--- src/rtl/barrel_feeder_if.sv ---
// -----------------------------------------------------------------------------
// barrel_feeder_if
// Bundles the command, shifter and result signals of barrel_feeder.
//
// Signal summary:
//   cmd_valid / cmd_ready / cmd_data[7:0] / cmd_sel[2:0]   command intake
//   sh_load / sh_sel[2:0] / sh_data[7:0] / sh_result[7:0]  external shifter
//   res_valid / res_ready / res_data[7:0]                  result delivery
//   level[4:0]                                             FIFO occupancy
//   err / err_cnt[7:0]                                     self-check status
//
// Modports:
//   slave  - the barrel_feeder itself
//   master - the environment (upstream, shifter and consumer)
// -----------------------------------------------------------------------------
interface barrel_feeder_if;
    logic       cmd_valid;
    logic       cmd_ready;
    logic [7:0] cmd_data;
    logic [2:0] cmd_sel;
    logic       sh_load;
    logic [2:0] sh_sel;
    logic [7:0] sh_data;
    logic [7:0] sh_result;
    logic       res_valid;
    logic       res_ready;
    logic [7:0] res_data;
    logic [4:0] level;
    logic       err;
    logic [7:0] err_cnt;

    modport slave (
        input  cmd_valid, cmd_data, cmd_sel, sh_result, res_ready,
        output cmd_ready, sh_load, sh_sel, sh_data, res_valid, res_data,
               level, err, err_cnt
    );

    modport master (
        output cmd_valid, cmd_data, cmd_sel, sh_result, res_ready,
        input  cmd_ready, sh_load, sh_sel, sh_data, res_valid, res_data,
               level, err, err_cnt
    );
endinterface : barrel_feeder_if

--- src/rtl/barrel_feeder.sv ---
// -----------------------------------------------------------------------------
// barrel_feeder
// Queues {sel, data} rotate commands in a small FIFO, issues them one at a time
// to an external barrel shifter (sh_load strobe), waits LAT cycles, captures the
// shifter result and presents it on a valid/ready result port. Results leave in
// command order.
//
// Parameters:
//   DEPTH - command FIFO entries (power of 2, 2..16)
//   LAT   - cycles from sh_load high to sh_result valid (1..7)
//
// Ports:
//   clk   - sole clock, rising edge
//   reset - synchronous active-low reset
//   bus   - barrel_feeder_if.slave (command, shifter, result, status signals)
//
// Optional build macro:
//   BARREL_FEEDER_CHECK_EN - when defined, every captured sh_result is compared
//   against the expected rotate-left of sh_data by sh_sel; mismatches set the
//   sticky err flag and bump the saturating err_cnt. When undefined, err and
//   err_cnt are tied to zero and no compare logic exists.
// -----------------------------------------------------------------------------
module barrel_feeder #(
    parameter int DEPTH = 4,
    parameter int LAT   = 1
) (
    input logic             clk,
    input logic             reset,
    barrel_feeder_if.slave  bus
);

    localparam int         PW      = (DEPTH > 1) ? $clog2(DEPTH) : 1;
    localparam logic [4:0] DEPTH_L = 5'(DEPTH);
    localparam logic [2:0] LAT_L   = 3'(LAT);

    typedef enum logic [1:0] {
        S_IDLE = 2'd0,
        S_WAIT = 2'd1,
        S_HOLD = 2'd2
    } state_t;

    // FIFO storage and bookkeeping
    logic [10:0]   mem_q [DEPTH];
    logic [PW-1:0] wr_ptr_q, wr_ptr_d;
    logic [PW-1:0] rd_ptr_q, rd_ptr_d;
    logic [4:0]    level_q, level_d;

    // Sequencer state and registered outputs
    state_t        state_q, state_d;
    logic [2:0]    cnt_q, cnt_d;
    logic          sh_load_q, sh_load_d;
    logic [7:0]    sh_data_q, sh_data_d;
    logic [2:0]    sh_sel_q, sh_sel_d;
    logic          res_valid_q, res_valid_d;
    logic [7:0]    res_data_q, res_data_d;

    // Combinational helpers
    logic          cmd_ready_s;
    logic          push_s;
    logic          pop_s;
    logic          capture_s;
    logic          fifo_ne_s;
    logic [7:0]    head_data_s;
    logic [2:0]    head_sel_s;

    // FIFO status and head decode; ready comes only from the registered level,
    // so a full FIFO never accepts even if a pop happens on the same edge.
    always_comb begin
        cmd_ready_s = (level_q != DEPTH_L);
        push_s      = bus.cmd_valid && cmd_ready_s;
        fifo_ne_s   = (level_q != 5'd0);
        head_data_s = mem_q[rd_ptr_q][7:0];
        head_sel_s  = mem_q[rd_ptr_q][10:8];
    end

    // FIFO pointer and occupancy next-state; pointers wrap naturally modulo DEPTH.
    always_comb begin
        wr_ptr_d = wr_ptr_q;
        rd_ptr_d = rd_ptr_q;
        if (push_s) begin
            wr_ptr_d = wr_ptr_q + PW'(1);
        end else begin
            wr_ptr_d = wr_ptr_q;
        end
        if (pop_s) begin
            rd_ptr_d = rd_ptr_q + PW'(1);
        end else begin
            rd_ptr_d = rd_ptr_q;
        end
        level_d = level_q + {4'd0, push_s} - {4'd0, pop_s};
    end

    // FIFO storage write; contents need no reset because the pointers flush it.
    always_ff @(posedge clk) begin
        if (push_s) begin
            mem_q[wr_ptr_q] <= {bus.cmd_sel, bus.cmd_data};
        end
    end

    // Sequencer next-state and output decode.
    always_comb begin
        state_d     = state_q;
        cnt_d       = cnt_q;
        sh_load_d   = 1'b0;
        sh_data_d   = sh_data_q;
        sh_sel_d    = sh_sel_q;
        res_valid_d = res_valid_q;
        res_data_d  = res_data_q;
        pop_s       = 1'b0;
        capture_s   = 1'b0;

        case (state_q)
            S_IDLE: begin
                if (fifo_ne_s) begin
                    pop_s     = 1'b1;
                    sh_load_d = 1'b1;
                    sh_data_d = head_data_s;
                    sh_sel_d  = head_sel_s;
                    cnt_d     = 3'd0;
                    state_d   = S_WAIT;
                end else begin
                    state_d   = S_IDLE;
                end
            end

            // cnt starts at 0 in the sh_load cycle; the edge that sees cnt == LAT
            // is the first one where the shifter output is guaranteed valid.
            S_WAIT: begin
                if (cnt_q == LAT_L) begin
                    capture_s   = 1'b1;
                    res_data_d  = bus.sh_result;
                    res_valid_d = 1'b1;
                    state_d     = S_HOLD;
                end else begin
                    cnt_d       = cnt_q + 3'd1;
                end
            end

            // On the handshake edge the next queued command is issued directly,
            // which keeps back-to-back sh_load pulses LAT+2 cycles apart.
            S_HOLD: begin
                if (bus.res_ready) begin
                    res_valid_d = 1'b0;
                    if (fifo_ne_s) begin
                        pop_s     = 1'b1;
                        sh_load_d = 1'b1;
                        sh_data_d = head_data_s;
                        sh_sel_d  = head_sel_s;
                        cnt_d     = 3'd0;
                        state_d   = S_WAIT;
                    end else begin
                        state_d   = S_IDLE;
                    end
                end else begin
                    state_d = S_HOLD;
                end
            end

            default: begin
                state_d     = S_IDLE;
                res_valid_d = 1'b0;
            end
        endcase
    end

    // Sequencer, FIFO bookkeeping and output registers with synchronous reset.
    always_ff @(posedge clk) begin
        if (!reset) begin
            state_q     <= S_IDLE;
            cnt_q       <= 3'd0;
            wr_ptr_q    <= '0;
            rd_ptr_q    <= '0;
            level_q     <= 5'd0;
            sh_load_q   <= 1'b0;
            sh_data_q   <= 8'd0;
            sh_sel_q    <= 3'd0;
            res_valid_q <= 1'b0;
            res_data_q  <= 8'd0;
        end else begin
            state_q     <= state_d;
            cnt_q       <= cnt_d;
            wr_ptr_q    <= wr_ptr_d;
            rd_ptr_q    <= rd_ptr_d;
            level_q     <= level_d;
            sh_load_q   <= sh_load_d;
            sh_data_q   <= sh_data_d;
            sh_sel_q    <= sh_sel_d;
            res_valid_q <= res_valid_d;
            res_data_q  <= res_data_d;
        end
    end

`ifdef BARREL_FEEDER_CHECK_EN
    logic       err_q, err_d;
    logic [7:0] err_cnt_q, err_cnt_d;

    // Reference rotate-left of one byte; sel = 0 returns the byte unchanged.
    function automatic logic [7:0] rotl8(input logic [7:0] d, input logic [2:0] s);
        logic [15:0] dbl;
        dbl = {d, d} << s;
        return dbl[15:8];
    endfunction

    // Compare the captured shifter result with the expected rotation.
    always_comb begin
        err_d     = err_q;
        err_cnt_d = err_cnt_q;
        if (capture_s && (bus.sh_result != rotl8(sh_data_q, sh_sel_q))) begin
            err_d = 1'b1;
            if (err_cnt_q == 8'hFF) begin
                err_cnt_d = 8'hFF;
            end else begin
                err_cnt_d = err_cnt_q + 8'd1;
            end
        end else begin
            err_d     = err_q;
            err_cnt_d = err_cnt_q;
        end
    end

    // Sticky error flag and saturating mismatch counter.
    always_ff @(posedge clk) begin
        if (!reset) begin
            err_q     <= 1'b0;
            err_cnt_q <= 8'd0;
        end else begin
            err_q     <= err_d;
            err_cnt_q <= err_cnt_d;
        end
    end

    assign bus.err     = err_q;
    assign bus.err_cnt = err_cnt_q;
`else
    assign bus.err     = 1'b0;
    assign bus.err_cnt = 8'd0;
`endif

    assign bus.cmd_ready = cmd_ready_s;
    assign bus.sh_load   = sh_load_q;
    assign bus.sh_data   = sh_data_q;
    assign bus.sh_sel    = sh_sel_q;
    assign bus.res_valid = res_valid_q;
    assign bus.res_data  = res_data_q;
    assign bus.level     = level_q;

endmodule : barrel_feeder

--- src/flat_wrapper.sv ---
// flat-port wrapper written by rule: the top's interface ports become plain ports
module barrel_feeder_flat 
#(
    parameter int DEPTH = 4,
    parameter int LAT   = 1
)
  (clk, reset, bus_cmd_valid, bus_cmd_data, bus_cmd_sel, bus_sh_result, bus_res_ready, bus_cmd_ready, bus_sh_load, bus_sh_sel, bus_sh_data, bus_res_valid, bus_res_data, bus_level, bus_err, bus_err_cnt);
  barrel_feeder_if bus_i ();
  input logic clk;
  input logic reset;
  input wire logic [$bits(bus_i.cmd_valid)-1:0] bus_cmd_valid;
  input wire logic [$bits(bus_i.cmd_data)-1:0] bus_cmd_data;
  input wire logic [$bits(bus_i.cmd_sel)-1:0] bus_cmd_sel;
  input wire logic [$bits(bus_i.sh_result)-1:0] bus_sh_result;
  input wire logic [$bits(bus_i.res_ready)-1:0] bus_res_ready;
  output wire logic [$bits(bus_i.cmd_ready)-1:0] bus_cmd_ready;
  output wire logic [$bits(bus_i.sh_load)-1:0] bus_sh_load;
  output wire logic [$bits(bus_i.sh_sel)-1:0] bus_sh_sel;
  output wire logic [$bits(bus_i.sh_data)-1:0] bus_sh_data;
  output wire logic [$bits(bus_i.res_valid)-1:0] bus_res_valid;
  output wire logic [$bits(bus_i.res_data)-1:0] bus_res_data;
  output wire logic [$bits(bus_i.level)-1:0] bus_level;
  output wire logic [$bits(bus_i.err)-1:0] bus_err;
  output wire logic [$bits(bus_i.err_cnt)-1:0] bus_err_cnt;
  assign bus_i.cmd_valid = bus_cmd_valid;
  assign bus_i.cmd_data = bus_cmd_data;
  assign bus_i.cmd_sel = bus_cmd_sel;
  assign bus_i.sh_result = bus_sh_result;
  assign bus_i.res_ready = bus_res_ready;
  assign bus_cmd_ready = bus_i.cmd_ready;
  assign bus_sh_load = bus_i.sh_load;
  assign bus_sh_sel = bus_i.sh_sel;
  assign bus_sh_data = bus_i.sh_data;
  assign bus_res_valid = bus_i.res_valid;
  assign bus_res_data = bus_i.res_data;
  assign bus_level = bus_i.level;
  assign bus_err = bus_i.err;
  assign bus_err_cnt = bus_i.err_cnt;
  barrel_feeder #(.DEPTH(DEPTH), .LAT(LAT)) u_core (.clk(clk), .reset(reset), .bus(bus_i));
endmodule
--- config.mk ---
export PLATFORM = sky130hd
export DESIGN_NAME = barrel_feeder_flat
export DESIGN_NICKNAME = d
export VERILOG_FILES = /design/src/rtl/barrel_feeder_if.sv /design/src/rtl/barrel_feeder.sv /design/src/flat_wrapper.sv
export SDC_FILE = /design/constraint.sdc
export NUM_CORES = 1
export LEC_CHECK = 0
export CAP_MARGIN = 15
export CORE_MARGIN = 8
export CORE_UTILIZATION = 54
export CTS_BUF_LIST = sky130_fd_sc_hd__clkbuf_2
export CTS_CLUSTER_SIZE = 20
export DETAILED_ROUTE_END_ITERATION = 8
export PLACE_DENSITY = 0.82
export RECOVER_POWER = 100
export SLEW_MARGIN = 20
export SYNTH_ARGS = -nofsm -noshare
export SYNTH_HDL_FRONTEND = slang
export SYNTH_SLANG_ARGS = --single-unit
--- constraint.sdc ---
create_clock -name clk -period 3.85 [get_ports clk]
set_clock_uncertainty 0.05 [all_clocks]
set_input_delay 0.77 -clock clk [delete_from_list [all_inputs] [get_ports clk]]
set_output_delay 0.77 -clock clk [all_outputs]
set_load 0.03 [all_outputs]
; ---- Word level (Yosys, flattened, before mapping)
; Memory sizes are Yosys's and may differ from the RTL's. A register that Yosys moved wholly into a read port is not among the register bits.
; Index checks and enable logic that the tools add are counted.
[totals]
wordCells = 57
mem_count = 1
regBits = 35
ram_bits = 44
output_inout_bits = 36
in_bits = 23
[memory_table]
columns = memory, depth, word_bits, read_ports, rd_ports_with_merged_regs, wr, line_no
row1 = u_core.mem_q, 4, 11, 1, 1, 1, barrel_feeder.sv:43  ; logic [10:0] mem_q [DEPTH];
[classes]
n_mux = 24
reduce_logical = 9
n_eq_ne = 7
bitwise = 1
addsub = 5
[op_table]
columns = operator, count
row1 = $mux 8, 2
row2 = $pmux 8 s2, 1
row3 = $mux 3, 5
row4 = $pmux 3 s3, 1
row5 = $mux 2, 4
row6 = $mux 1, 7
row7 = $pmux 2 s3, 1
row8 = $pmux 3 s2, 1
row9 = $reduce_and 3->1, 2
row10 = $add 5x1->5, 1
row11 = $ne 5x3->1 const B, 1
row12 = $reduce_bool 5->1, 1
row13 = $sub 5x1->5, 1
row14 = $add 2x1->2 const B, 2
row15 = $ne 2x2->1 const B, 2
row16 = $reduce_and 2->1, 2
row17 = $add 3x1->3 const B, 1
row18 = $eq 3x1->1 const B, 1
row19 = $pmux 1 s3, 1
row20 = $reduce_bool 3->1, 1
row21 = $eq 2x1->1 const B, 1
row22 = $eq 2x2->1 const B, 1
row23 = $logic_not 2->1, 1
row24 = $ne 2x1->1 const B, 1
row25 = other kinds (4), 4

; ---- Depth between registers and ports, before layout
[logic_depth]
ltp_word = 6
mapped_depth = 13
mapped_depth_nobuf = 12

; ---- Least setup slack after synthesis
; No wires, ideal clock.
[synth_timing]
kind = reg2reg
startpoint = register u_core.level_q[2], in the netlist u_core.bus.level[2]
endpoint = register u_core.level_q[4], in the netlist u_core.bus.level[4]
slack_ps = 766
synth_period_minus_slack_ps = 3084
path_buffers = 1
path_stages_with_launch = 14
required_time_ps = 3684
setup_time_ps = 116
arrival_ps = 2919
path_cell_list = dfxtp_1 inv_1 ha_1 a211o_4 inv_4 buf_2 ha_1 inv_1 ha_1 fa_1 a21oi_1 nor2_1 or3_1 and3_1
[synth_via]
elab_chain_cells = 5
word_cells_on_any_way = 8
classes_between = add/sub: 2 / eq/ne: 1 / mux: 3 / reduce/logical: 2
[synth_lines]
columns = element, line_no
row1 = start: declaration, barrel_feeder.sv:46  ; logic [4:0] level_q, level_d;
row2 = start signal: assignment, barrel_feeder.sv:184  ; level_q <= level_d;
row3 = $reduce_bool 5->1 (*), barrel_feeder.sv:71  ; fifo_ne_s = (level_q != 5'd0);
row4 = $mux 1 (*), "barrel_feeder.sv:114, barrel_feeder.sv:144"
row5 = $mux 1, barrel_feeder.sv:142  ; if (bus.res_ready) begin
row6 = $pmux 1 s2 (*), barrel_feeder.sv:112  ; case (state_q)
row7 = net u_core.pop_s, barrel_feeder.sv:60  ; logic pop_s;
row8 = $sub 5x1->5 (*), barrel_feeder.sv:90  ; level_d = level_q + {4'd0, push_s} - {4'd0, pop_s};
; The timed path passes the listed nets; every way through them passes the cells marked *.
; A chain may end at the register's enable or synchronous reset.

; ---- Worst setup path in the final report
[layout_timing]
startpoint = input port bus_res_ready
endpoint = register u_core.level_q[4], in the netlist u_core.bus.level[4]
[layout_via]
elab_chain_cells = 3
[layout_lines]
columns = element, line_no
row1 = start: declaration, flat_wrapper.sv:15  ; input wire logic [$bits(bus_i.res_ready)-1:0] bus_res_ready;
row2 = $mux 1, barrel_feeder.sv:142
row3 = $pmux 1 s2, barrel_feeder.sv:112
row4 = $sub 5x1->5, barrel_feeder.sv:90
; No other way between the ends.

==> summary.md <==
| Metric | Value |
|---|---|
| Design Area, Final | `about 4000 um2` |
| Detailed Routing Iterations Pass 1 | `4` |
| Initial antenna violation count | `0` |
| Critical path endpoint category | `flop` |
| R2R setup slack | `just under 1 ns` |
| Syn. warnings | `0` |
| Clock tree buffer depth | `2` |
| Critical Path Fanout Max | `6` |
| Synth-to-Final Area Change | `18.90%` |
| Chip height | `between 90 and 100 um` |
| Multi-input logic area | `about 1100 um2` |
| Die width | `about 95 um` |
| Crit share post-route | `0.8101` |
| Post-synthesis async set-or-reset flop share | `0` |
| Max rail drop VDD | `between 0.3 and 0.4 mV` |
| Hpwl dp | `4.143 mm` |
| Reg area | `around 2100 um2` |
| Slowest stage delay, CP | `about 0.57 ns` |
| Setup TNS | `0 ns` |
| Max_slew headroom | `0.3935` |
| Vias in the first global route | `around 1900` |
| Vias | `roughly 1900` |
| # DRC | `0` |
| Seq/Total Area, Yosys | `0.6156` |
| # rows | `28` |
| Clock sinks | `81` |
| Critical path arrival | `about 3.5 ns` |
| Cts repair resizes | `0` |
| Largest net degree at the start of global routing | `38` |
| Count leader, synth | `edfxtp_1` |
| WL/cell | `15.85 um` |
| Outcome | `finished clean` |
| TritonCTS Buffers | `9` |
| Count of input and output buffers | `49` |
| Top_reg_cell synth | `edfxtp_1` |
| Synth cell types | `37` |
| Hold Crit Class | `reg -> reg` |
| Hold buffer count at CTS | `0` |
| CP cell instances | `dlygate4sd3_1, nor2b_2, a211o_1, clkinvlp_2, ha_1, inv_1, ha_1, fa_1, a21oi_1, nor2_1, or3_1, and3_1` |
| Clock-pin slew on the worst setup and hold paths | `around 0.23 ns` |
| Pins Over Slew Limit | `0` |
| WP data required | `around 4.2 ns` |
| Mapped Avg Cell Area | `about 14 um2` |
| Leakage | `approximately 0.0015 uW` |
| Gpl congestion | `around 0.71` |
| Post-synth EDFFs | `44` |
| NumNets Final | `~330` |
| Most frequent CP cell | `ha_1` |
| Cell taking the most area after synthesis | `edfxtp_1` |
| Max-cap violations | `0` |
| FF+latch count, synth | `just over 80` |
| DR iter-0 viols | `83` |
| # fillers | `between 400 and 500` |
| Starting Density | `0.5624` |
| Worst skew pair latency | `0.53 ns` |
| Min Tclk post-route | `slightly above 3 ns` |
| Achievable Freq | `around 320 MHz` |
| GR Util All Layers | `0.1410` |
| ANT nets after route | `0` |
| Critical Path Slowest Stage Cell | `dlygate4sd3_1` |
| CTS root buffer | `clkbuf_2` |
| Fin. Hold Viols | `0` |
| Routed Wire Length | `between 5 and 6 mm` |
| Synth top area share | `0.3945` |
| Postcts setup bufs | `0` |
| I/O pin cnt | `between 50 and 60` |
| CP Class | `in -> reg` |
| Clock tree from TritonCTS | `built` |
| CTS H-tree depth | `3` |
| Top post-synthesis cells by count | `edfxtp_1 (44), dfxtp_1 (37), nand2_1 (36), and2_1 (13), ha_1 (12)` |
| Vias/cell | `5.043` |
| Fraction of layout cells with a size suffix above 1 | `0.1385` |
| Grt ovf | `0` |
| Area contributors post-synth | `edfxtp_1 (39%), dfxtp_1 (22%), mux4_2 (7.4%)` |
| Worst-margin pin slew | `approximately 0.9 ns` |
| Synthesized area | `3349 um2` |
| PwrDens | `708.6 nW/um2` |
| Final antenna diode count | `0` |
| DP Area | `3851 um2` |
| Synth Instances | `roughly 240` |
| First-pass GRT wire length | `roughly 9.5 mm` |
| Count of final setup violators | `0` |
| Core Footprint | `around 6000 um2` |
| Element type at the critical path start | `input port` |
| Die area | `approximately 9000 um2` |
| RSZ-0062 raised after global routing | `no` |
## cell families (layout without fill, tap and decap cells)
logic type                 count (synthesis)  count (layout)  share of synthesized area
adders and majority gates                 13              13                    0.05080
and+or+nand+nor                           66              66                    0.09712
xor gates and xnor gates                   5               5                    0.01308
buffers and inverters                     28              77                    0.05006
AOI/OAI and AO/OA                         32              32                    0.09227
muxes                                     13              13                    0.07994
DFF                                       81              81                     0.6156
other                                      1               9                   0.001120
## final timing paths
check | start | end | depth (start not counted)
hold reg to reg | u_core.bus.res_data[0] | u_core.bus.res_data[0] | 2
setup / recovery | bus_res_ready | u_core.bus.level[4] | 12
hold / removal | u_core.bus.res_data[0] | u_core.bus.res_data[0] | 2
setup reg to reg | u_core.bus.level[2] | u_core.bus.sh_data[7] | 7
## registers in the layout (all words and copies together), names as in the netlist, 2 cells and up, named ones only
register	cells
u_core.wr_ptr_q	2
u_core.bus.level	5
u_core.cnt_q	3
u_core.mem_q	44
u_core.rd_ptr_q	2
u_core.state_q	2
u_core.bus.res_data	8
u_core.bus.sh_data	8
u_core.bus.sh_sel	3
## power by group
part           leakage [uW]  switching (uW)  total, uW  internal [uW]
Clock             0.0000894             320        548            228
Sequential         0.000707             123       1210           1090
Combinational      0.000686             595       1060            466
## critical path, delay by kind of cell
family / cells / cell delay [ns]
adders and majority gates: 3 / 0.88
AOI/OAI and AO/OA: 2 / 0.38
and+or+nand+nor: 4 / 0.70
buffers and inverters: 3 / 0.78
## per-stage QoR
stage	worst slack (ns)	std cells	total power [uW]	util	hold WS (ns)
global placement	0.5347	355	2350	0.6466	0.3913
CTS	1.023	371	2928	0.6721	0.4248
global route	0.5342	371	3003	0.6687	0.4425
floorplan	0.7659	247	2040	-	0.3913
finish	0.7310	371	2822	0.6687	0.4224
detailed placement	0.4767	355	2385	0.6466	0.3994
## area by class of cell
type / instances / share of cell area
Tap cell: 75 / 0.02356
Timing Repair Buffer: 51 / 0.1260
Inverter: 10 / 0.009739
Sequential cell: 81 / 0.5178
Multi-Input combinational cell: 138 / 0.2850
Clock buffer: 9 / 0.01131
Clock inverter: 7 / 0.02670
## placed cells by master (no fill, tap or decap), types with 3 or more instances in the layout
cell / count
clkdlybuf4s50_1: 10
and2_1: 4
a21boi_0: 10
dfxtp_1: 37
edfxtp_1: 44
and3_1: 3
xnor2_1: 3
o2bb2ai_2: 9
nand2_1: 36
inv_1: 9
inv_6: 3
ha_1: 12
conb_1: 9
nor2_1: 4
and2_0: 10
clkbuf_2: 9
dlygate4sd3_1: 39
a21oi_1: 4
mux4_2: 11
## routing by layer
| layer | GRT usage | share of wire |
|---|---|---|
| met5 | 0 | 0 |
| met4 | 0.08192 | 0.020 |
| met3 | 0.03889 | 0.063 |
| met2 | 0.2144 | 0.45 |
| met1 | 0.1775 | 0.47 |
No activity file was read; power rests on OpenSTA's default activity.
